### config.mk
export PLATFORM = sky130hd
export DESIGN_NAME = read_burst_scheduler
export DESIGN_NICKNAME = d
export VERILOG_FILES = /design/src/rtl/read_burst_scheduler.sv
export SDC_FILE = /design/constraint.sdc
export NUM_CORES = 1
export LEC_CHECK = 0
export ABC_AREA = 1
export BUFFER_PORTS_ARGS = -buffer_cell sky130_fd_sc_hd__buf_2
export CELL_PAD_IN_SITES_DETAIL_PLACEMENT = 0
export CELL_PAD_IN_SITES_GLOBAL_PLACEMENT = 2
export CORE_ASPECT_RATIO = 0.6
export CORE_MARGIN = 1.5
export CORE_UTILIZATION = 23
export CTS_CLUSTER_SIZE = 25
export DETAILED_ROUTE_END_ITERATION = 16
export HOLD_SLACK_MARGIN = 0.15
export MAX_ROUTING_LAYER = met4
export PLACE_DENSITY = 0.83
export SYNTH_ARGS = -nofsm -noshare
export SYNTH_HDL_FRONTEND = slang
export SYNTH_SLANG_ARGS = --single-unit
### constraint.sdc
create_clock -name clk -period 1.7 [get_ports clk]
set_input_delay 0.17 -clock clk [delete_from_list [all_inputs] [get_ports clk]]
set_output_delay 0.17 -clock clk [all_outputs]
set_load 0.03 [all_outputs]
### src/rtl/read_burst_scheduler.sv
// read_burst_scheduler
//   Arbitrates between cluster units for a read of the shared element memory.
//   For each burst it issues 2*BURST_WORDS contiguous half-word reads and the
//   delayed decoder_read_now capture strobes. It counts the double words
//   reported by the packer, forwards them to the winner, and pulses done.
//
// Ports
//   clk, rst_n          : clock (rising edge) and synchronous active-low reset
//   req, req_base       : per-requester level request and start address
//   mem_addr, mem_rd    : memory read address / enable (1-cycle read latency)
//   decoder_read_now    : packer capture strobe, mem_rd delayed by one cycle
//   outsider_read_now   : packer pulse, one per assembled double word
//   grant               : one-hot winner, held for the whole burst
//   rd_valid            : grant qualified by outsider_read_now while busy
//   done                : one-cycle pulse to the winner after its last word
//   busy                : high whenever the scheduler is not idle
//
// Build option
//   RR_ARB_EN : round-robin arbitration. The search starts after the last
//               winner. When undefined, arbitration is fixed priority and
//               the lowest index wins.
module read_burst_scheduler #(
  parameter int NO_OF_REQ   = 4,
  parameter int ADDR_WIDTH  = 10,
  parameter int BURST_WORDS = 8
) (
  input  logic                            clk,
  input  logic                            rst_n,
  input  logic [NO_OF_REQ-1:0]            req,
  input  logic [NO_OF_REQ*ADDR_WIDTH-1:0] req_base,
  output logic [ADDR_WIDTH-1:0]           mem_addr,
  output logic                            mem_rd,
  output logic                            decoder_read_now,
  input  logic                            outsider_read_now,
  output logic [NO_OF_REQ-1:0]            grant,
  output logic [NO_OF_REQ-1:0]            rd_valid,
  output logic [NO_OF_REQ-1:0]            done,
  output logic                            busy
);

  localparam int BEATS  = 2 * BURST_WORDS;
  localparam int BEAT_W = $clog2(BEATS + 1);
  localparam int WORD_W = $clog2(BURST_WORDS + 1);
  localparam int IDX_W  = (NO_OF_REQ > 1) ? $clog2(NO_OF_REQ) : 1;

  localparam logic [BEAT_W-1:0] BEAT_LAST = BEAT_W'(BEATS - 1);
  localparam logic [WORD_W-1:0] WORD_ALL  = WORD_W'(BURST_WORDS);

  localparam logic [1:0] ST_IDLE  = 2'd0;
  localparam logic [1:0] ST_ISSUE = 2'd1;
  localparam logic [1:0] ST_DRAIN = 2'd2;
  localparam logic [1:0] ST_DONE  = 2'd3;

  logic [1:0]            state_r;
  logic [BEAT_W-1:0]     beat_cnt_r;
  logic [WORD_W-1:0]     word_cnt_r;
  logic [WORD_W-1:0]     word_cnt_s;
  logic                  word_inc_s;
  logic [IDX_W-1:0]      start_idx_s;
  logic [IDX_W-1:0]      cand_idx_s;
  logic [IDX_W-1:0]      win_idx_s;
  logic                  win_found_s;
  logic [NO_OF_REQ-1:0]  grant_s;
  logic [ADDR_WIDTH-1:0] base_s;

`ifdef RR_ARB_EN
  logic [IDX_W-1:0] rr_ptr_r;
  assign start_idx_s = rr_ptr_r;
`else
  assign start_idx_s = {IDX_W{1'b0}};
`endif

  // Arbiter: first requester found when scanning upward from start_idx_s
  always_comb begin
    win_idx_s   = {IDX_W{1'b0}};
    win_found_s = 1'b0;
    cand_idx_s  = {IDX_W{1'b0}};
    for (int k = 0; k < NO_OF_REQ; k++) begin
      cand_idx_s = IDX_W'((int'(start_idx_s) + k) % NO_OF_REQ);
      if (!win_found_s && req[cand_idx_s]) begin
        win_found_s = 1'b1;
        win_idx_s   = cand_idx_s;
      end else begin
        win_found_s = win_found_s;
      end
    end
  end

  // Winner's one-hot grant and its start address
  always_comb begin
    grant_s = NO_OF_REQ'(1'b1) << win_idx_s;
    base_s  = {ADDR_WIDTH{1'b0}};
    for (int i = 0; i < NO_OF_REQ; i++) begin
      if (win_idx_s == IDX_W'(i)) begin
        base_s = req_base[i*ADDR_WIDTH +: ADDR_WIDTH];
      end else begin
        base_s = base_s;
      end
    end
  end

  // Packer pulses count only while reads are in flight. The counter
  // saturates at a full burst.
  always_comb begin
    word_inc_s = outsider_read_now &&
                 ((state_r == ST_ISSUE) || (state_r == ST_DRAIN)) &&
                 (word_cnt_r != WORD_ALL);
    if (word_inc_s) begin
      word_cnt_s = word_cnt_r + WORD_W'(1);
    end else begin
      word_cnt_s = word_cnt_r;
    end
  end

  assign busy     = (state_r != ST_IDLE);
  assign rd_valid = grant & {NO_OF_REQ{outsider_read_now & busy}};

  // Burst sequencer: grant, address/beat generation, word counting, done
  always_ff @(posedge clk) begin
    if (!rst_n) begin
      state_r    <= ST_IDLE;
      grant      <= {NO_OF_REQ{1'b0}};
      done       <= {NO_OF_REQ{1'b0}};
      mem_rd     <= 1'b0;
      mem_addr   <= {ADDR_WIDTH{1'b0}};
      beat_cnt_r <= {BEAT_W{1'b0}};
      word_cnt_r <= {WORD_W{1'b0}};
    end else begin
      case (state_r)
        ST_IDLE: begin
          done <= {NO_OF_REQ{1'b0}};
          if (win_found_s) begin
            state_r    <= ST_ISSUE;
            grant      <= grant_s;
            mem_addr   <= base_s;
            mem_rd     <= 1'b1;
            beat_cnt_r <= {BEAT_W{1'b0}};
            word_cnt_r <= {WORD_W{1'b0}};
          end else begin
            state_r <= ST_IDLE;
          end
        end
        ST_ISSUE: begin
          word_cnt_r <= word_cnt_s;
          beat_cnt_r <= beat_cnt_r + BEAT_W'(1);
          if (beat_cnt_r == BEAT_LAST) begin
            mem_rd   <= 1'b0;
            mem_addr <= {ADDR_WIDTH{1'b0}};
            state_r  <= ST_DRAIN;
          end else begin
            // Address wraps naturally at 2^ADDR_WIDTH
            mem_addr <= mem_addr + ADDR_WIDTH'(1);
          end
        end
        ST_DRAIN: begin
          word_cnt_r <= word_cnt_s;
          if (word_cnt_s == WORD_ALL) begin
            state_r <= ST_DONE;
            done    <= grant;
          end else begin
            state_r <= ST_DRAIN;
          end
        end
        ST_DONE: begin
          done       <= {NO_OF_REQ{1'b0}};
          grant      <= {NO_OF_REQ{1'b0}};
          beat_cnt_r <= {BEAT_W{1'b0}};
          word_cnt_r <= {WORD_W{1'b0}};
          state_r    <= ST_IDLE;
        end
        default: begin
          state_r <= ST_IDLE;
        end
      endcase
    end
  end

  // Capture strobe trails the read enable by the memory's one-cycle latency
  always_ff @(posedge clk) begin
    if (!rst_n) begin
      decoder_read_now <= 1'b0;
    end else begin
      decoder_read_now <= mem_rd;
    end
  end

`ifdef RR_ARB_EN
  // Round-robin pointer: search resumes just after the latest winner
  always_ff @(posedge clk) begin
    if (!rst_n) begin
      rr_ptr_r <= {IDX_W{1'b0}};
    end else if ((state_r == ST_IDLE) && win_found_s) begin
      if (win_idx_s == IDX_W'(NO_OF_REQ - 1)) begin
        rr_ptr_r <= {IDX_W{1'b0}};
      end else begin
        rr_ptr_r <= win_idx_s + IDX_W'(1);
      end
    end else begin
      rr_ptr_r <= rr_ptr_r;
    end
  end
`endif

endmodule
==> results.md, run 1 <==
- Outcome: completed
- P per Cell Area: 1540 mW/mm²
- Time the final worst path needs with I/O delays and setup: 1620 ps
- Data arrival at the endpoint of the critical path: 1760 ps
- Remaining Overflow, GRT: 0
- Standard-cell rows: 26
- Max Clock Skew: 3.25 ps
- Maximum number of buffers from clock root to sink: 2
- Seq cells post-synth: 31
- Source-to-sink clock delay at the later pin of the worst-skew pair: 270 ps
- Post-route fraction of the period consumed by the critical path: 95.4%
- Leading cell types in the layout, fill and taps excluded: sky130_fd_sc_hd__buf_2 (71), sky130_fd_sc_hd__nand2_1 (67), sky130_fd_sc_hd__a21oi_1 (33), sky130_fd_sc_hd__nor2_1 (29), sky130_fd_sc_hd__inv_1 (28)
- Pin count of the biggest net entering global routing: 16
- Measured slew at the worst slew-check pin: 513 ps
- Number of setup violations in the final report: 0
- Kind of capture point of the worst setup path: flip-flop
- Crit-path max FO: 5
- Clock sink count: 31
- Detail Route Antenna Nets: 0
- Detailed-route wire length per cell: 13.1 µm
- Root Buffer Master: sky130_fd_sc_hd__clkbuf_16
- Post-synthesis net count: 365
- Die Footprint: 0.00934 mm²
- Initial DRC count: 143
- Setup repair after global routing missed its margin: true
- Clock H-tree levels: 2
- Number of antenna violations at the first check in global routing: 0
- Initial cell density of the core: 23.7%
- Total number of vias: 2,310
- Clock transition at path regs: 50 ps
- All-Layer GR Usage: 14.8%
- Top-Level Pins: 72
- Worst Hold Class: in -> reg
- Chip Width: 124 µm
- Post-layout instance area: 0.00293 mm²
- Y dimension of the die: 75.4 µm
- Overall power: 0.00452 W
- Total wire length after detailed routing: 6750 µm
- Mean area per synthesized cell: 6.53 µm²
- Worst Hold Margin: 185 ps
- Required time worst endpoint: 1840 ps
- Routability congestion estimate from global placement: 0.829
- Dpl cell area: 0.00263 mm²
- Total core area: 0.00849 mm²
- Filler Cell Count: 912
- Via count of the first global-routing pass: 2,028
- Number of remaining DRC errors: 0
- Detailed Place HPWL: 5260 µm
- Fraction of layout instances using a drive strength above 1: 36.6%
- Unique cell type count in the Yosys netlist: 30
- Hold Fails Final Rpt: 0
- Count of TritonRoute iterations in the first routing pass: 4
- Leakage power total: 1.36 nW
- Hold buffer count at CTS: 0
- Relative slew margins: 65.7%
- Synthesis-to-finish area growth: 45.5%
- # nets final: 461
- Maximum capacitance violations: 0
- Cell count after synthesis: 308
- Total CTS buffers: 5
- Synthesized cell area: 0.00201 mm²
- Antenna fix cells: 0
- First-pass GRT wire length: 10,200 µm
- Worst setup path class: reg -> reg
- Final count of pins violating max slew: 0
- Startpoint Class: flip-flop
- Detailed-route vias per instance: 4.48
- Worst voltage drop across the vdd grid: 438 µV
- Proportion of synthesized chip area in sequential cells: 30.8%
- Achievable Freq: 0.617 GHz
- CTS tree: built
- Total of warnings raised by yosys: 0
- Port-buffer cells: 71
- Commonest non-fill, non-tap cell in the layout: sky130_fd_sc_hd__buf_2
[worst max-delay path, stage by stage (launching register included)]
cell and delay, ps:
sky130_fd_sc_hd__dfxtp_2 340, sky130_fd_sc_hd__inv_2 50, sky130_fd_sc_hd__ha_4 260, sky130_fd_sc_hd__nand2_2 60, sky130_fd_sc_hd__inv_4 80, sky130_fd_sc_hd__nand2_4 70, sky130_fd_sc_hd__nand2_1 80, sky130_fd_sc_hd__nand2_2 100
sky130_fd_sc_hd__nor2_2 170, sky130_fd_sc_hd__nand3_4 120, sky130_fd_sc_hd__nand3_1 90, sky130_fd_sc_hd__a21oi_1 60
[per-stage QoR]
| stage | std cells | TNS [ps] | util, % | setup WS, ps |
|---|---|---|---|---|
| 5_1_grt | 516 | -83.1 | 34.5 | -21.9 |
| 6_report | 516 | 0 | 34.5 | 78.5 |
| 2_1_floorplan | 308 | 0 | - | 24.8 |
| 3_5_place_dp | 504 | -101 | 30.9 | -35.2 |
| 3_3_place_gp | 504 | 0 | 30.9 | 7.86 |
| 4_1_cts | 511 | 0 | 32.8 | 1.05 |
[cell type report]
class                   instances  area, µm²  area share [%]
multi-input cells             230       1310            44.6
flip-flops and latches         31        631            21.5
repair buffers                 96        551            18.8
inverters                      40        156            5.34
well taps                     112        140            4.79
clock buffers                   6        139            4.75
clock inverters                 1       5.00           0.171
[report_power, final]
part | internal (W) | switching [W] | total, W
Combinational | 0.000916 | 0.00157 | 0.00249
Sequential | 0.000940 | 0.000208 | 0.00115
Clock | 0.000571 | 0.000311 | 0.000882
Total | 0.00243 | 0.00209 | 0.00452
[Yosys cell counts (all sizes together)]
| cell type | count | area share (%) |
|---|---|---|
| o21ba | 1 | 0.50 |
| clkbuf | 4 | 0.75 |
| a211oi | 1 | 0.37 |
| o211ai | 6 | 2.2 |
| buf | 3 | 0.81 |
| or2 | 2 | 0.62 |
| inv | 39 | 7.3 |
| nor3 | 6 | 2.1 |
| clkinv | 1 | 0.25 |
| a22oi | 8 | 3.0 |
| nand2 | 73 | 14 |
| ha | 10 | 6.2 |
| o21ai | 19 | 4.7 |
| nor2 | 34 | 6.6 |
| xor2 | 1 | 0.44 |
| nand4 | 11 | 3.4 |
| a21oi | 34 | 8.6 |
| a31oi | 1 | 0.31 |
| dfxtp | 31 | 31 |
| nand3 | 23 | 6.5 |
[worst paths after layout]
| path | startpoint | to | slack [ps] | cells after the start |
|---|---|---|---|---|
| worst min-delay path | req[0] | grant[0]$_SDFFE_PN0P_ | 190 | 3 |
| worst min register to register | done[2]$_SDFFE_PN0P_ | done[2]$_SDFFE_PN0P_ | 470 | 2 |
| worst max register to register | state_r[1]$_SDFFE_PN0P_ | done[0]$_SDFFE_PN0P_ | 80 | 11 |
| worst max-delay path | state_r[1]$_SDFFE_PN0P_ | done[0]$_SDFFE_PN0P_ | 80 | 11 |
[state kept, by name, indices dropped and copies added, names as in the netlist]
signal            flops
beat_cnt_r            5
mem_addr             10
decoder_read_now      1
mem_rd                1
state_r               2
done                  4
grant                 4
word_cnt_r            4
[repair_timing]
item,in CTS,in global routing
endpoints found under the setup margin,13,22
endpoints found under the hold margin,0,0
resized for setup,5,30
pin swaps,3,10
setup buffers,0,5
[metal layers]
metal / global-route usage, % / routed length, µm / share of wire, % / up-vias
met3: 3.74 / 516 / 7.6 / 5
met5: - / 0 / 0 / -
met1: 23.2 / 3810 / 56 / 1016
met2: 18.0 / 2390 / 35 / 66
li1: - / - / - / 1223
met4: 3.07 / 40 / 0.59 / 0
[logic make-up (layout without fill, tap and decap cells)]
family	Yosys count	in the layout	synth area share (%)
AO/OA/AOI/OAI	70	70	19.8
XOR/XNOR	1	1	0.435
adder cells (fa/ha/maj)	10	10	6.22
buffers and inverters	47	143	9.08
flip-flops	31	31	30.8
AND/OR/NAND/NOR	149	149	33.6
Note: power is estimated with default switching activity, not from simulation.
==> run 2, diff against run 1 <==
ABC_AREA = 0   (was 1)
CORE_UTILIZATION = 28   (was 23)
PLACE_DENSITY = 0.87   (was 0.83)
clock period = 1.8 ns   (was 1.7 ns; I/O delays follow)
==> results.md, run 2 <==
- Start point of the critical path: beat_cnt_r[0]$_SDFFE_PN0P_
- Share of total power consumed by net switching: 43.7% (-2.5 points)
- Total number of vias: 2,395 (+3.7%)
- Dpl cell area: 0.00276 mm² (+5.2%)
- Data arrival at the endpoint of the critical path: 1890 ps (+130 ps)
- Startpoint of the worst-slack reg-to-reg timing path: beat_cnt_r[0]$_SDFFE_PN0P_
- Initial cell density of the core: 29.2% (+5.5 points)
- Hold Fails Final Rpt: 0 (unchanged)
- Slack of the worst reg-to-reg path: 90 ps (about the same)
- Registers with the most flip-flops: mem_addr (10), beat_cnt_r (5)
- Main flop type after synthesis: sky130_fd_sc_hd__dfxtp_1
- Detailed-route wire length per cell: 14.9 µm (+14%)
- Leading cell types in the layout, fill and taps excluded: sky130_fd_sc_hd__buf_2 (71), sky130_fd_sc_hd__dfxtp_1 (31), sky130_fd_sc_hd__buf_4 (27), sky130_fd_sc_hd__nand2_1 (25), sky130_fd_sc_hd__a21oi_1 (20)
- Share of the core filled with cells in the final layout: 41.1% (+6.7 points)
- Worst voltage drop across the vdd grid: 453 µV (+3.3%)
- Count of TritonRoute iterations in the first routing pass: 4 (unchanged)
- Source-to-sink clock delay at the later pin of the worst-skew pair: 280 ps (about the same)
- Detailed Place HPWL: 5400 µm (+2.7%)
- Max Clock Skew: 1.55 ps (-1.70 ps)
- Commonest non-fill, non-tap cell in the layout: sky130_fd_sc_hd__buf_2
- Outcome: completed
- Maximum capacitance violations: 0 (unchanged)
- Achievable Freq: 0.584 GHz (-5.3%)
- Worst setup path endpoint: mem_addr[3]$_SDFFE_PN0P_
- Clock sink count: 31 (unchanged)
- Worst Hold Class: in -> reg
- First-pass GRT wire length: 11,300 µm (+11%)
- Switching power: 0.00169 W (-19%)
- Max FFs per register: 10 (unchanged)
- Startpoint Class: flip-flop
- List of most frequent post-synthesis cells: sky130_fd_sc_hd__dfxtp_1 (31), sky130_fd_sc_hd__nand2_1 (25), sky130_fd_sc_hd__a21oi_1 (21), sky130_fd_sc_hd__nand3_1 (14), sky130_fd_sc_hd__inv_1 (13)
- CTS tree: built
- P per Cell Area: 1280 mW/mm² (-17%)
- Standard-cell rows: 24 (-7.7%)
- Number of remaining DRC errors: 0 (unchanged)
- Pin count of the biggest net entering global routing: 22 (+6)
- Most area-hungry cell type in the Yosys netlist: sky130_fd_sc_hd__dfxtp_1
- Via count of the first global-routing pass: 2,289 (+13%)
- Most used standard cell by instance count after synthesis: sky130_fd_sc_hd__dfxtp_1
- Detail Route Antenna Nets: 0 (unchanged)
- Kind of capture point of the worst setup path: flip-flop
- Crit-path max FO: 9 (+4)
- Mean area per synthesized cell: 7.73 µm² (+18%)
- All-Layer GR Usage: 18.2% (+3.4 points)
- Cell count after synthesis: 277 (-10%)
- Post-synthesis net count: 334 (-8.5%)
- Leakage power total: 1.30 nW (-4.1%)
- Top-Level Pins: 72 (unchanged)
- Post-route fraction of the period consumed by the critical path: 95.1% (-0.23 points)
- Post-layout instance area: 0.00301 mm² (+3.0%)
- Worst setup path class: reg -> reg
- Clock H-tree levels: 2 (unchanged)
- Proportion of synthesized chip area in sequential cells: 29.0% (-1.9 points)
- RR Endpoint: mem_addr[3]$_SDFFE_PN0P_
- Port-buffer cells: 71 (unchanged)
- Remaining Overflow, GRT: 0 (unchanged)
- Register share of total power: 25.7% (+0.3 points)
- Comb pwr share: 51.1% (-4.0 points)
- Root Buffer Master: sky130_fd_sc_hd__clkbuf_16
- Fraction of synthesis flops using an asynchronous set or reset pin: 0% (unchanged)
- Seq cells post-synth: 31 (unchanged)
- Cell count of the worst reg-to-reg path: 9 (-2)
- Relative slew margins: 65.0% (-0.72 points)
- # nets final: 425 (-7.8%)
- Measured slew at the worst slew-check pin: 521 ps (+7.42 ps)
- Synthesized cell area: 0.00214 mm² (+6.5%)
- Initial DRC count: 149 (+4.2%)
- Internal: 0.00217 W (-10%)
- Count of flip-flops with a built-in enable after synthesis: 0 (unchanged)
- Setup repair after global routing missed its margin: false
- Antenna fix cells: 0 (unchanged)
- Maximum number of buffers from clock root to sink: 2 (unchanged)
- Clock transition at path regs: 50 ps (about the same)
- Total CTS buffers: 5 (unchanged)
- Total of warnings raised by yosys: 0 (unchanged)
- Routability congestion estimate from global placement: 0.806 (-2.8%)
- Synth top area share: 29.0% (-1.9 points)
- Total core area: 0.00733 mm² (-14%)
- Final count of pins violating max slew: 0 (unchanged)
- Die Footprint: 0.00820 mm² (-12%)
- Total wire length after detailed routing: 7060 µm (+4.6%)
- Y dimension of the die: 70.8 µm (-6.2%)
- Cell types with the largest area share after synthesis: sky130_fd_sc_hd__dfxtp_1 (29%), sky130_fd_sc_hd__ha_1 (5.8%), sky130_fd_sc_hd__a21oi_1 (4.9%), sky130_fd_sc_hd__nand2_1 (4.4%), sky130_fd_sc_hd__nor2b_1 (3.5%)
- Synthesis-to-finish area growth: 40.7%
- Register containing the most flip-flops in the final layout: mem_addr
- Time the final worst path needs with I/O delays and setup: 1710 ps (+91.2 ps)
- Required time worst endpoint: 1970 ps (+130 ps)
- Chip Width: 116 µm (-6.3%)
- Unique cell type count in the Yosys netlist: 50 (+67%)
- Detailed-route vias per instance: 5.06 (+13%)
- Fraction of power consumed by the clock network: 23.2% (+3.7 points)
- Fraction of layout instances using a drive strength above 1: 33.1% (-3.6 points)
- Number of antenna violations at the first check in global routing: 0 (unchanged)
- Number of setup violations in the final report: 0 (unchanged)
## run 2: cell types whose count changed in the layout (fill, tap and decap cells not counted), moves of 10 or more
| cell | change |
|---|---|
| sky130_fd_sc_hd__and2_1 | +11 |
| sky130_fd_sc_hd__nor2_1 | -20 |
| sky130_fd_sc_hd__a21oi_1 | -13 |
| sky130_fd_sc_hd__nor2b_1 | +10 |
| sky130_fd_sc_hd__nand2_1 | -42 |
| sky130_fd_sc_hd__inv_1 | -15 |
## run 2: worst min path at each step
stage	cells past startpoint	end	from	slack (ps)
4_1_cts	4	mem_addr[7]$_SDFFE_PN0P_	req_base[37]	240
3_3_place_gp	2	done[0]$_SDFFE_PN0P_	done[0]$_SDFFE_PN0P_	450
2_1_floorplan	2	done[0]$_SDFFE_PN0P_	rst_n	350
6_report	4	mem_addr[7]$_SDFFE_PN0P_	req_base[37]	240
5_1_grt	4	mem_addr[7]$_SDFFE_PN0P_	req_base[37]	250
3_5_place_dp	2	done[0]$_SDFFE_PN0P_	done[0]$_SDFFE_PN0P_	450
## run 2: kinds of logic (layout without fill, tap and decap cells)
group	after synthesis	in the layout	share of synthesized area, %
mux	5	5	2.34
buf+inv	28	120	5.26
fa+ha+maj	10	10	5.84
flops	31	31	29.0
compound gates	98	98	30.5
simple gates	104	104	26.6
xor+xnor	1	1	0.409
## run 2: layout make-up
cell class              instances  area (µm²)
fillers                       809        4310
multi-input cells             218        1500
flip-flops and latches         31         621
repair buffers                 98         558
clock buffers                   8         156
well taps                     104         130
inverters                      14        52.6
## run 2: per-layer routing
metal,vias to the layer above,global-route usage (%),routed length [µm]
met5,-,-,0
li1,1197,-,-
met2,81,24.5,2750
met4,0,4.88,67
met1,1108,26.8,3740
met3,9,4.54,513
## run 2: worst max-delay path, cell delays in order (launching register included)
cell and delay [ps]:
sky130_fd_sc_hd__dfxtp_1 330, sky130_fd_sc_hd__ha_1 170, sky130_fd_sc_hd__and3_1 170, sky130_fd_sc_hd__ha_2 220, sky130_fd_sc_hd__nor2b_4 60, sky130_fd_sc_hd__buf_4 160, sky130_fd_sc_hd__and2_1 140, sky130_fd_sc_hd__o21ai_1 110
sky130_fd_sc_hd__o31ai_1 80, sky130_fd_sc_hd__o21a_1 170
## run 2: what timing repair did
action                     4_1_cts  5_1_grt
gates resized for setup          7        9
pin swaps                        1        3
setup buffers                    0        1
hold buffers                     0        0
setup endpoints to repair       15       20
## run 2: metrics by stage
step                      TNS, ps  setup WS (ps)  power (W)  hold slack [ps]  std cells
after detailed placement     -395          -66.1    0.00282              449        464
after global placement      -94.1          -27.1    0.00280              452        464
after floorplan                 0           28.7    0.00214              347        277
after CTS                       0           19.3    0.00377              237        472
final                           0           87.3    0.00387              243        473
after global routing            0           6.20    0.00412              251        473
## run 2: power groups by stage
stage               sequential, W  combinational (W)  clock, W
floorplan                 0.00121           0.000925         0
global placement         0.000994            0.00180         0
detailed placement        0.00100            0.00182         0
CTS                      0.000986            0.00186  0.000931
global route              0.00101            0.00215  0.000954
finish                   0.000992            0.00198  0.000898
==> run 3, diff against run 2 <==
==> constraint.sdc (replaced) <==
create_clock -name clk -period 1.8 [get_ports clk]
set_input_delay 0 -clock clk [delete_from_list [all_inputs] [get_ports clk]]
set_output_delay 0 -clock clk [all_outputs]
set_load 0.03 [all_outputs]
==> results.md, run 3 (synthesized netlist as in run 2, its figures left out) <==
- Y dimension of the die: 70.8 µm (unchanged)
- Time the final worst path needs with I/O delays and setup: 1680 ps (-28.2 ps)
- Data arrival at the endpoint of the critical path: 1900 ps (about the same)
- Required time worst endpoint: 2010 ps (+40 ps)
- Crit path buffers/inverters: 0 (-1)
- Total core area: 0.00733 mm² (unchanged)
- Number of antenna violations at the first check in global routing: 0 (unchanged)
- Leakage power total: 1.32 nW (+1.6%)
- Setup repair after global routing missed its margin: true
- Root Buffer Master: sky130_fd_sc_hd__clkbuf_16
- P per Cell Area: 1220 mW/mm² (-4.6%)
- Largest stage delay on the critical path: 310 ps (-20 ps)
- Detail Route Antenna Nets: 0 (unchanged)
- Top-Level Pins: 72 (unchanged)
- Commonest non-fill, non-tap cell in the layout: sky130_fd_sc_hd__buf_2
- CTS tree: built
- Number of setup violations in the final report: 0 (unchanged)
- All-Layer GR Usage: 17.5% (-0.78 points)
- Chip Width: 116 µm (unchanged)
- Standard-cell rows: 24 (unchanged)
- Max FFs per register: 10 (unchanged)
- Final count of pins violating max slew: 0 (unchanged)
- Total wire length after detailed routing: 6840 µm (-3.2%)
- Remaining Overflow, GRT: 0 (unchanged)
- Clock H-tree levels: 2 (unchanged)
- Worst Hold Class: in -> reg
- Count of TritonRoute iterations in the first routing pass: 4 (unchanged)
- Initial DRC count: 103 (-31%)
- Clock transition at path regs: 50 ps (about the same)
- Number of remaining DRC errors: 0 (unchanged)
- Detailed-route vias per instance: 4.93 (-2.7%)
- Antenna fix cells: 0 (unchanged)
- Via count of the first global-routing pass: 2,198 (-4.0%)
- Hold Fails Final Rpt: 0 (unchanged)
- Worst-case setup slack after placement: -10.3 ps (+55.8 ps)
- Initial cell density of the core: 29.2% (unchanged)
- Final Worst Setup Slack: 116 ps (+28.2 ps)
- Source-to-sink clock delay at the later pin of the worst-skew pair: 280 ps (about the same)
- Worst setup path class: reg -> reg
- Detailed Place HPWL: 5220 µm (-3.4%)
- Crit-path max FO: 6 (-3)
- Max Clock Skew: 3.05 ps (+1.50 ps)
- First-pass GRT wire length: 11,000 µm (-2.9%)
- Port-buffer cells: 71 (unchanged)
- Share of the core filled with cells in the final layout: 41.7% (+0.60 points)
- Die Footprint: 0.00820 mm² (unchanged)
- Outcome: completed
- Post-route fraction of the period consumed by the critical path: 93.6% (-1.6 points)
- Top cell family by delay on the critical path: simple AND/OR/NAND/NOR gates
- Worst voltage drop across the vdd grid: 449 µV (-0.89%)
- Detailed-route wire length per cell: 14.2 µm (-4.8%)
- Crit-path cells: ha_1 -> and3_1 -> ha_2 -> nor2b_2 -> o21ai_4 -> nor4_2 -> a21oi_1 -> a21boi_1
- # nets final: 433 (+1.9%)
- Clock sink count: 31 (unchanged)
- Critical path's slowest cell: sky130_fd_sc_hd__dfxtp_1
- Pin count of the biggest net entering global routing: 22 (unchanged)
- Filler Cell Count: 791 (-2.2%)
- Kind of capture point of the worst setup path: flip-flop
- Registers with the most flip-flops: mem_addr (10), beat_cnt_r (5)
- Synthesis-to-finish area growth: 42.8%
- Leading cell types in the layout, fill and taps excluded: sky130_fd_sc_hd__buf_2 (71), sky130_fd_sc_hd__dfxtp_1 (31), sky130_fd_sc_hd__nand2_1 (25), sky130_fd_sc_hd__buf_4 (23), sky130_fd_sc_hd__a21oi_1 (21)
- Routability congestion estimate from global placement: 0.868 (+7.7%)
- Relative slew margins: 70.6% (+5.6 points)
- Achievable Freq: 0.594 GHz (+1.7%)
- Total CTS buffers: 5 (unchanged)
- Total number of vias: 2,370 (-1.0%)
- Maximum number of buffers from clock root to sink: 2 (unchanged)
- Measured slew at the worst slew-check pin: 438 ps (-82.8 ps)
- Fraction of layout instances using a drive strength above 1: 31.6% (-1.5 points)
- Startpoint Class: flip-flop
- Register containing the most flip-flops in the final layout: mem_addr
- Maximum capacitance violations: 0 (unchanged)
[run 3: cell types whose count changed in the layout (fill, tap and decap cells not counted), moves of 2 or more]
cell and delta:
sky130_fd_sc_hd__buf_4 -4, sky130_fd_sc_hd__buf_6 +2, sky130_fd_sc_hd__clkbuf_8 -2, sky130_fd_sc_hd__dlygate4sd3_1 +10
[run 3: worst paths after layout]
check	slack [ps]	from	end	cells past startpoint
setup / recovery	120	beat_cnt_r[0]$_SDFFE_PN0P_	mem_addr[7]$_SDFFE_PN0P_	8
hold / removal	150	req_base[2]	mem_addr[2]$_SDFFE_PN0P_	4
setup reg to reg	120	beat_cnt_r[0]$_SDFFE_PN0P_	mem_addr[7]$_SDFFE_PN0P_	8
hold reg to reg	470	done[0]$_SDFFE_PN0P_	done[0]$_SDFFE_PN0P_	2
[run 3: report_power, final]
part | internal (W) | switching [W]
sequential | 0.000835 | 0.000149
combinational | 0.000762 | 0.00119
clock | 0.000510 | 0.000296
[run 3: repair_timing]
item	CTS	global route
endpoints found under the setup margin	5	15
hold endpoints to repair	8	0
hold buffers	10	0
gates resized for setup	3	12
buffers inserted	1	0
pin swaps	1	3
[run 3: routing by layer]
layer | routed length (µm) | vias up | GRT usage [%]
li1 | - | 1213 | -
met1 | 3750 | 1085 | 26.8
met2 | 2520 | 68 | 22.0
met3 | 519 | 4 | 4.80
met4 | 46 | 0 | 3.93
met5 | 0 | - | -
[run 3: per-stage QoR]
stage	setup TNS, ps	total power [W]	hold WS [ps]	std cells	area, µm²
global placement	0	0.00280	354	462	2750
floorplan	0	0.00214	167	277	2140
detailed placement	-14.9	0.00282	358	462	2750
CTS	0	0.00366	151	481	3010
finish	0	0.00374	155	481	3060
global route	-7.61	0.00402	170	481	3060
[run 3: area by class of cell]
| cell class | instances | area [µm²] | share of cell area, % |
|---|---|---|---|
| Sequential cell | 31 | 621 | 20.3 |
| Timing Repair Buffer | 106 | 651 | 21.3 |
| Multi-Input combinational cell | 218 | 1470 | 48.0 |
| Tap cell | 104 | 130 | 4.26 |
| Clock inverter | 1 | 5.00 | 0.164 |
| Inverter | 14 | 52.6 | 1.72 |
| Clock buffer | 7 | 133 | 4.34 |
[run 3: worst min-delay path, stage by stage]
cell,delay (ps)
sky130_fd_sc_hd__buf_2,70
sky130_fd_sc_hd__and2_1,110
sky130_fd_sc_hd__o221ai_1,100
sky130_fd_sc_hd__a21boi_1,120
